## src/rtl/pc_unit.sv

```systemverilog
// Fetch-stage program counter with prioritised redirects (trap, stall, return,
// branch/jump, sequential) and a circular return-address stack.
module pc_unit #(
    parameter int                WIDTH        = 32,
    parameter logic [WIDTH-1:0]  RESET_VECTOR = '0,
    parameter int                INC          = 4,
    parameter int                ALIGN_BITS   = 2,
    parameter int                DEPTH        = 4
) (
    input  logic                         clk,
    input  logic                         reset,
    input  logic                         stall,
    input  logic                         br_taken,
    input  logic                         jump,
    input  logic [WIDTH-1:0]             br_target,
    input  logic                         is_call,
    input  logic                         is_ret,
    input  logic                         trap_valid,
    input  logic [WIDTH-1:0]             trap_vector,
    output logic [WIDTH-1:0]             pc_out,
    output logic                         pc_valid,
    output logic [$clog2(DEPTH+1)-1:0]   ras_count,
    output logic                         ras_miss,
    output logic                         misalign_err
);

    localparam int CW = $clog2(DEPTH + 1);
    localparam int PW = $clog2(DEPTH);
    localparam logic [WIDTH-1:0] ALIGN_MASK = WIDTH'((64'd1 << ALIGN_BITS) - 64'd1);

    logic [WIDTH-1:0] pc_q, pc_d;
    logic             valid_q, valid_d;
    logic [CW-1:0]    count_q, count_d;
    logic [PW-1:0]    top_q, top_d;
    logic             miss_q, miss_d;
    logic             misalign_q, misalign_d;
    logic [WIDTH-1:0] ras_mem_q [DEPTH];

    logic [WIDTH-1:0] pc_inc;
    logic [WIDTH-1:0] sel_target;
    logic [PW-1:0]    top_next, top_prev;
    logic             ras_empty, ras_full;
    logic             ras_we;
    logic [PW-1:0]    ras_waddr;

    assign pc_inc    = pc_q + WIDTH'(INC);
    assign ras_empty = (count_q == '0);
    assign ras_full  = (count_q == CW'(DEPTH));
    assign top_next  = (top_q == PW'(DEPTH - 1)) ? '0 : top_q + PW'(1);
    assign top_prev  = (top_q == '0) ? PW'(DEPTH - 1) : top_q - PW'(1);

    // Pushing onto a full stack advances top over the oldest entry, which
    // is exactly the overwrite-oldest behaviour of the circular buffer.
    always_comb begin
        pc_d       = pc_q;
        valid_d    = 1'b1;
        count_d    = count_q;
        top_d      = top_q;
        miss_d     = 1'b0;
        misalign_d = 1'b0;
        ras_we     = 1'b0;
        ras_waddr  = top_next;
        sel_target = br_target;

        if (trap_valid) begin
            pc_d = trap_vector;
        end else if (stall) begin
            pc_d = pc_q;
        end else if (is_ret) begin
            sel_target = ras_empty ? br_target : ras_mem_q[top_q];
            miss_d     = ras_empty;
            if ((sel_target & ALIGN_MASK) != '0) begin
                misalign_d = 1'b1;
            end else begin
                pc_d = sel_target;
                if (jump && is_call) begin
                    ras_we = 1'b1;
                    if (ras_empty) begin
                        ras_waddr = top_next;
                        top_d     = top_next;
                        count_d   = CW'(1);
                    end else begin
                        ras_waddr = top_q;
                    end
                end else if (!ras_empty) begin
                    top_d   = top_prev;
                    count_d = count_q - CW'(1);
                end
            end
        end else if (jump || br_taken) begin
            if ((br_target & ALIGN_MASK) != '0) begin
                misalign_d = 1'b1;
            end else begin
                pc_d = br_target;
                if (jump && is_call) begin
                    ras_we    = 1'b1;
                    ras_waddr = top_next;
                    top_d     = top_next;
                    if (!ras_full) begin
                        count_d = count_q + CW'(1);
                    end
                end
            end
        end else begin
            pc_d = pc_inc;
        end
    end

    always_ff @(posedge clk or negedge reset) begin
        if (!reset) begin
            pc_q       <= RESET_VECTOR;
            valid_q    <= 1'b0;
            count_q    <= '0;
            top_q      <= '0;
            miss_q     <= 1'b0;
            misalign_q <= 1'b0;
        end else begin
            pc_q       <= pc_d;
            valid_q    <= valid_d;
            count_q    <= count_d;
            top_q      <= top_d;
            miss_q     <= miss_d;
            misalign_q <= misalign_d;
        end
    end

    // Stack storage needs no reset: entries are only read while counted live.
    always_ff @(posedge clk) begin
        if (ras_we) begin
            ras_mem_q[ras_waddr] <= pc_inc;
        end
    end

    assign pc_out       = pc_q;
    assign pc_valid     = valid_q;
    assign ras_count    = count_q;
    assign ras_miss     = miss_q;
    assign misalign_err = misalign_q;

endmodule
```

## config.mk

```make
export PLATFORM = sky130hd
export DESIGN_NAME = pc_unit
export DESIGN_NICKNAME = d
export VERILOG_FILES = /design/src/rtl/pc_unit.sv
export SDC_FILE = /design/constraint.sdc
export NUM_CORES = 1
export LEC_CHECK = 0
export BUFFER_PORTS_ARGS = -buffer_cell sky130_fd_sc_hd__buf_2
export CORE_MARGIN = 1.5
export CORE_UTILIZATION = 49
export CTS_BUF_LIST = sky130_fd_sc_hd__clkbuf_8
export CTS_CLUSTER_DIAMETER = 120
export CTS_CLUSTER_SIZE = 24
export DETAILED_ROUTE_END_ITERATION = 8
export PLACE_DENSITY_LB_ADDON = 0.05
export SYNTH_ARGS = -nofsm -noshare
export SYNTH_HDL_FRONTEND = slang
export SYNTH_SLANG_ARGS = --single-unit
```

## constraint.sdc

```tcl
create_clock -name clk -period 5.47 [get_ports clk]
set_clock_uncertainty 0.15 [all_clocks]
set_input_delay 0.8205 -clock clk [delete_from_list [all_inputs] [get_ports clk]]
set_output_delay 0.8205 -clock clk [all_outputs]
set_load 0.1 [all_outputs]
```

==> results of run 1 <==
==> cells by family after synthesis <==
logic type | after synthesis
mux | 35
simple gates | 203
buf+inv | 54
fa+ha+maj | 6
compound gates | 151
xor+xnor | 25
flops | 168
other cells | 1
==> stage by stage <==
step	worst slack [ns]	std cells	utilization [%]	hold WS, ns	total power (uW)
finish	1.73	976	57.2	0.302	3940
global route	1.42	976	57.2	0.310	4110
CTS	1.62	976	57.2	0.299	3960
global placement	1.62	944	54.7	0.405	3040
detailed placement	1.55	944	54.7	0.404	3070
floorplan	0.711	643	-	0.347	2740
==> cell usage after synthesis (9+ instances only) <==
master	count	area share, %
o31ai_1	15	1.3
nor3_1	9	0.54
a221oi_1	13	1.4
nand2_1	57	2.6
nand2b_1	11	0.82
xnor2_1	12	1.3
inv_1	12	0.54
nand3_1	25	1.5
nor2_1	39	1.8
a22o_1	9	0.94
dfrtp_1	40	12
edfxtp_1	128	46
clkbuf_1	24	1.1
o21ai_0	13	0.78
a21oi_1	26	1.6
xor2_1	13	1.4
mux4_2	29	7.8
nand4_1	12	0.90
==> sequential cells by signal, summed over array words and instances, names as in the netlist <==
signal / count
ras_mem_q: 128
top_q: 2
ras_miss: 1
ras_count: 3
misalign_err: 1
pc_out: 32
pc_valid: 1
==> report_power, final <==
group          internal (uW)  switching (uW)
sequential              1500             117
clock                    415             481
combinational            457             972
==> cell type report <==
| cell class | instances | area [um^2] |
|---|---|---|
| well taps | 220 | 275 |
| repair buffers | 122 | 643 |
| multi-input cells | 421 | 3300 |
| inverters | 13 | 48.8 |
| flip-flops and latches | 168 | 4850 |
| clock buffers | 17 | 234 |
| clock inverters | 15 | 168 |
| fillers | 1381 | 7130 |
==> worst max path at each step <==
stage                             from                to  cells after the start
final                         top_q[0]  ras_mem_q[3][16]                      6
after floorplan           ras_count[0]   ras_mem_q[3][0]                      8
after detailed placement        is_ret   ras_mem_q[3][0]                      6
after CTS                     top_q[0]  ras_mem_q[3][16]                      6
after global routing          top_q[0]  ras_mem_q[3][16]                      6
after global placement          is_ret   ras_mem_q[3][0]                      6
==> routing by layer <==
metal  GRT usage (%)  share of wire [%]  up-vias
met5               0                  0        -
met4            9.60                2.3        0
met3            5.75                8.6       36
met2            43.5                 48      343
met1            37.5                 41     3039
li1                -                  -     2739
==> metrics, run 1 <==
vias in the first global route=6129; Slew Limit Fails=0; largest family of logic cells by synthesized area=compound AO/OA/AOI/OAI gates; floorplan core area=16600 um^2; setup violators final=0; via/cell ratio=6.31; critical path's slowest cell=a21oi_4; Starting DRT DRC Count=570; Layout Nets=821; # diodes=0; Final period util=68.4%; number of remaining DRC errors=0; register bit total from synthesis=168; proportion of layout cells with a drive suffix above 1=28.6%; mux cell area share after synthesis=9.12%; synth unique cells=76; WP buf/inv=3; maximum vdd drop=0.297 mV; ys flop type=edfxtp_1; WP data required=5.48 ns; CTS tree=done; Synthesized Nets=721; post-synthesis sequential area ratio=58.0%; Area growth, synth to finish=13.9%; Syn Inst Count=643; CP most frequent cell=buf_4; Die X=134 um; RSZ-0062 raised after global routing=no; Slew headroom=35.4%; worst path cell trace=buf_4 > inv_1 > ha_1 > or4b_1 > a21oi_4 > buf_4; RD Place Congestion=0.804; Final min period=3.74 ns; Max stage delay on crit path=0.77 ns; Worst-path clk slew=0.10 ns; outcome=complete, no violations; max cap viols=0; RR Endpoint=ras_mem_q[3][16]; Crit. End Element=register; Post-Synth XOR/XNOR Area=2.62%; initial antenna violation count=0; most frequent cells in the layout=128 x edfxtp_1, 109 x buf_2, 57 x nand2_1; P_leak=0.00344 uW; post-synthesis compound-gate area fraction=13.7%; hpwl dp=15.7 mm; R2R Path Start=top_q[0]; CP delay by family, top=buffers and inverters; largest net degree at the start of global routing=51; Netlist Area Pre-Place=8360 um^2; Die Y=134 um; post-route setup TNS=0 ns; R2R setup slack=1.73 ns; Simple-Gate Fraction of Synth Area=12.6%; placed inst area=9110 um^2; Clock Sinks=168; EDFF count, synth=128; Rows=47; total gr overflow=0; clk buf depth=2; Max Clk Rate=0.267 GHz; postcts setup bufs=0; die area=17800 um^2; Port-buffer cells=109; Starting Density=50.2%; CTS H-tree lvls=4; WL/cell=24.1 um; gr usage total=27.3%; worst hold path class=in2async; post-cts hold buffer count=0; Ys Warns=0; highest net fanout along the worst path=37; Slew @ Worst Pin=0.967 ns; CTS resizes=0; Worst-Skew Late Latency=0.46 ns; PwrDens=414 nW/um^2; Post-Synth Adder-Cell Area=0.898%; first drt pass iteration count=5; Worst Setup Start Kind=register; WP data arrival=3.75 ns; Final Hold Fails=0; Mapped Avg Cell Area=13.0 um^2; Total Wirelength=23.5 mm; vias post-DR=6157; clk root buf=clkbuf_8; CTS buffer count=17; # IOs=110; first-pass GRT wire length=35.5 mm; commonest non-fill, non-tap cell in the layout=edfxtp_1; Post-synth ARST share=23.8%; fin area=9510 um^2; WS Path Type=reg2reg; Final ANT Viol Nets=0; worst r2r path cells=6
(Power assumes the default switching activity.)
==> run 2, diff against run 1 <==
==> constraint.sdc (replaced) <==
create_clock -name clk -period 3.45 [get_ports clk]
set_clock_uncertainty 0.15 [all_clocks]
set_input_delay 0.5175 -clock clk [delete_from_list [all_inputs] [get_ports clk]]
set_output_delay 0.5175 -clock clk [all_outputs]
set_load 0.1 [all_outputs]
==> run 2 against run 1 <==
Hold slack worse by 0.20 ns. Register-to-register slack got worse by 1.5 ns. Combinational power grew 61%. Core utilization up 0.80 points. Highest routed layer unchanged. Wire length rose by 3.5%. Critical path depth stayed put.
==> metrics, run 2 (synthesized netlist as in run 1, its figures left out) <==
Slew Limit Fails=0 (unchanged); Slew headroom=24.4% (-11 points); gr usage total=28.3% (+0.95 points); critical path's slowest cell=mux4_1; fin area=9650 um^2 (+1.4%); # IOs=110 (unchanged); post-route setup TNS=0 ns (unchanged); largest reg by FF count=ras_mem_q; Final period util=93.6% (+25 points); vias post-DR=6226 (+1.1%); Final min period=3.23 ns (-0.511 ns); WS Path Type=reg2reg; Area growth, synth to finish=15.4%; WP data arrival=3.21 ns (-0.54 ns); clk buf depth=2 (unchanged); # diodes=0 (unchanged); Pint=3730 uW (+58%); RSZ-0062 raised after global routing=no; Sw Share=40.0% (+0.10 points); floorplan core area=16600 um^2 (unchanged); worst hold path class=in2reg; Crit. End Element=register; vias in the first global route=6122 (-0.11%); CTS buffer count=17 (unchanged); Clock Sinks=168 (unchanged); maximum vdd drop=0.527 mV (+77%); highest net fanout along the worst path=21 (-43%); Worst-path clk slew=0.09 ns (about the same); Max Clk Rate=0.310 GHz (+16%); commonest non-fill, non-tap cell in the layout=edfxtp_1; Die Y=134 um (unchanged); hpwl dp=16.4 mm (+4.4%); Final ANT Viol Nets=0 (unchanged); worst path cell trace=mux4_1 > nor4b_4 > a21oi_1 > or3_1 > a21oi_4 > buf_4; Port-buffer cells=109 (unchanged); CTS tree=done; Max stage delay on crit path=0.71 ns (-0.06 ns); max FFs per register=128 (unchanged); Final Hold Fails=0 (unchanged); R2R setup slack=0.22 ns (-1.51 ns); Total Wirelength=24.3 mm (+3.5%); proportion of layout cells with a drive suffix above 1=29.9% (+1.4 points); via/cell ratio=6.28 (-0.51%); post-cts hold buffer count=0 (unchanged); setup violators final=0 (unchanged); max cap viols=0 (unchanged); largest net degree at the start of global routing=45 (-12%); RD Place Congestion=0.848 (+5.5%); sw power=2480 uW (+58%); Comb power frac=36.9% (+0.6 points); first-pass GRT wire length=36.8 mm (+3.8%); placed inst area=9270 um^2 (+1.8%); outcome=complete, no violations; clk root buf=clkbuf_8; WP data required=3.43 ns (-2.05 ns); CTS H-tree lvls=4 (unchanged); Worst Setup Start Kind=register; total gr overflow=0 (unchanged); final worst-path setup slack=0.221 ns (-1.51 ns); pre-CTS setup slack=0.185 ns (-1.37 ns); P_leak=0.00351 uW (+2.3%); Worst-Skew Late Latency=0.47 ns (about the same); Rows=47 (unchanged); Layout Nets=837 (+1.9%); initial antenna violation count=0 (unchanged); Starting DRT DRC Count=554 (-2.8%); WL/cell=24.5 um (+1.8%); Flop pwr share=41.5% (+0.5 points); Die X=134 um (unchanged); first drt pass iteration count=5 (unchanged); die area=17800 um^2 (unchanged); most frequent cells in the layout=128 x edfxtp_1, 109 x buf_2, 57 x nand2_1; Clk pwr share=21.6% (-1.1 points); number of remaining DRC errors=0 (unchanged); Slew @ Worst Pin=1.13 ns (+0.167 ns); PwrDens=645 nW/um^2 (+56%); Starting Density=50.2% (unchanged)
-- run 2: changes by cell type in the layout (fill, tap and decap cells not counted), sizes merged --
cell | before | now
clkinvlp | 2 | 1
bufinv | 2 | 1
clkinv | 7 | 11
inv | 17 | 13
clkbuf | 17 | 19
buf | 122 | 138
-- run 2: repair_timing --
| action | in CTS | in global routing |
|---|---|---|
| buffers inserted | 0 | 0 |
| setup endpoints to repair | 0 | 1 |
| gates resized for setup | 0 | 1 |
-- run 2: worst max-delay path, delay by kind of cell (launching register included) --
kind,cells,cell delay (ns)
compound gates,2,0.27
mux,1,0.71
simple gates,2,0.89
flops,1,0.53
buf+inv,1,0.35
-- run 2: per-stage QoR --
stage          hold slack [ns]  power (uW)  cells  utilization, %
2_1_floorplan           0.0719        4380    643               -
3_3_place_gp             0.429        4870    960            55.7
3_5_place_dp             0.422        4910    960            55.7
4_1_cts                 0.0786        6230    992            57.9
5_1_grt                  0.101        6460    992            58.0
6_report                 0.103        6220    992            58.0
-- run 2: worst paths after layout --
path	to	cells after the start	startpoint
worst min register to register	ras_mem_q[0][0]	0	pc_out[0]
worst max-delay path	ras_mem_q[0][22]	6	top_q[0]
max in group asynchronous	top_q[0]	1	reset
worst min-delay path	pc_out[4]	3	trap_vector[4]
worst max register to register	ras_mem_q[0][22]	6	top_q[0]
min in group asynchronous	pc_out[13]	1	reset
-- run 2: area by class of cell --
cell class | count | area (um^2)
fill | 1373 | 7000
sequential | 168 | 4850
multi-input combinational | 421 | 3300
timing repair buffer | 138 | 805
tap | 220 | 275
clock buffer | 19 | 262
clock inverter | 13 | 106
inverter | 13 | 48.8
-- run 2: metal layers --
| metal | part of all wire, % | global-route usage [%] | vias to the layer above |
|---|---|---|---|
| met2 | 47 | 44.8 | 315 |
| met4 | 1.9 | 9.00 | 0 |
| met5 | 0 | 0 | - |
| met3 | 7.9 | 5.86 | 32 |
| li1 | - | - | 2770 |
| met1 | 43 | 39.5 | 3109 |
-- run 2: power groups by stage --
stage / clock, uW / sequential [uW] / combinational, uW
after global placement: 0 / 2610 / 2260
after detailed placement: 0 / 2620 / 2290
after global routing: 1420 / 2600 / 2430
final: 1340 / 2580 / 2300
after floorplan: 0 / 3160 / 1210
after CTS: 1350 / 2580 / 2290
==> run 3, diff against run 2 <==
--- a/config.mk
+++ b/config.mk
@@ -13,6 +13,7 @@
 export CTS_CLUSTER_SIZE = 24
 export DETAILED_ROUTE_END_ITERATION = 8
 export PLACE_DENSITY_LB_ADDON = 0.05
+export REMOVE_ABC_BUFFERS = 1
 export SYNTH_ARGS = -nofsm -noshare
 export SYNTH_HDL_FRONTEND = slang
 export SYNTH_SLANG_ARGS = --single-unit
==> run 3 against run 2 <==
Design area barely moved. Largest power group unchanged. Critical path depth is the same. Critical path type unchanged. Register-to-register slack improved by 0.11 ns. Global-route usage is 0.14 points lower. Core utilization grew 0.053 points. Final cell count up 0.10%. Die area unchanged.
==> metrics, run 3 (synthesized netlist as in run 1, its figures left out) <==
final core utilization=58.0% (about the same); largest reg by FF count=ras_mem_q; Hold WS=0.109 ns (+0.00567 ns); critical path's slowest cell=or4_1; vias post-DR=6205 (-0.34%); worst r2r path cells=6 (unchanged); first-pass GRT wire length=36.8 mm (unchanged); GR Util met2=42.7% (-2.0 points); proportion of layout cells with a drive suffix above 1=29.5% (-0.39 points); Total Wirelength=24.2 mm (-0.49%); Die X=134 um (unchanged); WL/cell=24.3 um (-0.59%); Max Clk Rate=0.320 GHz (+3.4%); max cap viols=0 (unchanged); Worst Setup Start Kind=register; Final period util=90.5% (-3.1 points); RR Endpoint=ras_mem_q[1][8]; first drt pass iteration count=5 (unchanged); CP startpoint=top_q[0]; pre-CTS setup slack=0.312 ns (+0.127 ns); maximum vdd drop=0.489 mV (-7.3%); WS Path Type=reg2reg; critical path depth in cells=6 (unchanged); number of remaining DRC errors=0 (unchanged); grt met1 use=40.4% (+0.95 points); clk buf depth=2 (unchanged); highest net fanout along the worst path=30 (+43%); Crit. End Element=register; Max stage delay on crit path=0.58 ns (-0.13 ns); PwrDens=650 nW/um^2 (+0.93%); CTS tree=done; WP data arrival=3.10 ns (-0.11 ns); # IOs=110 (unchanged); floorplan core area=16600 um^2 (unchanged); Final min period=3.12 ns (-0.107 ns); busiest layer in global routing=met2; R2R Path Start=top_q[0]; Worst-Skew Late Latency=0.46 ns (about the same); CP delay by family, top=buffers and inverters; worst path cell trace=buf_4 > inv_1 > ha_1 > or4_1 > a21oi_4 > buf_4; Die Y=134 um (unchanged); Area growth, synth to finish=15.5% (about the same); clk root buf=clkbuf_8; Starting DRT DRC Count=645 (+16%); Final Hold Fails=0 (unchanged); vias in the first global route=6251 (+2.1%); postcts setup bufs=0 (unchanged); worst hold path class=in2reg; Slew Limit Fails=0 (unchanged); Worst-path clk slew=0.09 ns (about the same); CTS resizes=0 (unchanged); largest net degree at the start of global routing=37 (-18%); grt met3 use=6.58% (+0.72 points); P_leak=0.00351 uW (-0.10%); Slew headroom=41.5% (+17 points); RSZ-0062 raised after global routing=no; CP most frequent cell=buf_4; total gr overflow=0 (unchanged); CTS buffer count=17 (unchanged); CTS H-tree lvls=4 (unchanged); hpwl dp=16.6 mm (+1.3%); outcome=complete, no violations; most frequent cells in the layout=128 x edfxtp_1, 109 x buf_2, 57 x nand2_1; Starting Density=50.2% (unchanged); Post-Layout Cell Count=993 (+0.10%); Placed Cells=959 (-0.10%); Slew @ Worst Pin=0.878 ns (-0.256 ns); Layout Nets=837 (unchanged); final worst-path setup slack=0.328 ns (+0.107 ns); WP buf/inv=3 (+2); RD Place Congestion=0.881 (+3.8%); die area=17800 um^2 (unchanged); R2R setup slack=0.33 ns (+0.11 ns); setup violators final=0 (unchanged); Rows=47 (unchanged); crit path capture=ras_mem_q[1][8]; Port-buffer cells=109 (unchanged); initial antenna violation count=1 (+1); via/cell ratio=6.25 (-0.44%); max FFs per register=128 (unchanged); WP data required=3.42 ns (about the same); Clock Sinks=168 (unchanged); post-cts hold buffer count=1 (+1); Final ANT Viol Nets=0 (unchanged); commonest non-fill, non-tap cell in the layout=edfxtp_1; gr usage total=28.1% (-0.14 points)
run 3: area by class of cell:
class                   instances  area (um^2)
repair buffers                138          791
multi-input cells             421         3300
clock buffers                  19          262
well taps                     220          275
diodes                          1         2.50
clock inverters                13          131
fillers                      1380         6990
inverters                      13         48.8
flip-flops and latches        168         4850
run 3: per-stage QoR:
stage / instance area (um^2) / power, uW / TNS, ns
6_report: 9650 / 6280 / 0
3_5_place_dp: 9250 / 4910 / 0
4_1_cts: 9650 / 6290 / 0
3_3_place_gp: 9250 / 4880 / 0
5_1_grt: 9650 / 6520 / 0
2_1_floorplan: 8150 / 4280 / -235.23
run 3: how the worst min path moves through the flow:
stage	from	cells past startpoint	end
2_1_floorplan	reset	0	misalign_err
3_3_place_gp	pc_out[0]	0	ras_mem_q[0][0]
3_5_place_dp	pc_out[0]	0	ras_mem_q[0][0]
4_1_cts	trap_vector[6]	3	pc_out[6]
5_1_grt	trap_vector[11]	3	pc_out[11]
6_report	trap_vector[6]	3	pc_out[6]
run 3: tightest hold or removal path, stage by stage:
cell     delay [ns]
buf_2          0.07
nand2_1        0.04
o31ai_1        0.05
run 3: power breakdown:
group          total, uW  switching, uW  internal, uW  leakage [uW]
sequential          2550            172          2370       0.00162
combinational       2330           1570           754       0.00170
clock               1410            733           675      0.000190
total               6280           2480          3800       0.00351
run 3: layer usage:
layer / vias up / share of wire, %
li1: 2770 / -
met1: 3079 / 43
met2: 316 / 46
met3: 40 / 9.3
met4: 0 / 2.2
met5: - / 0
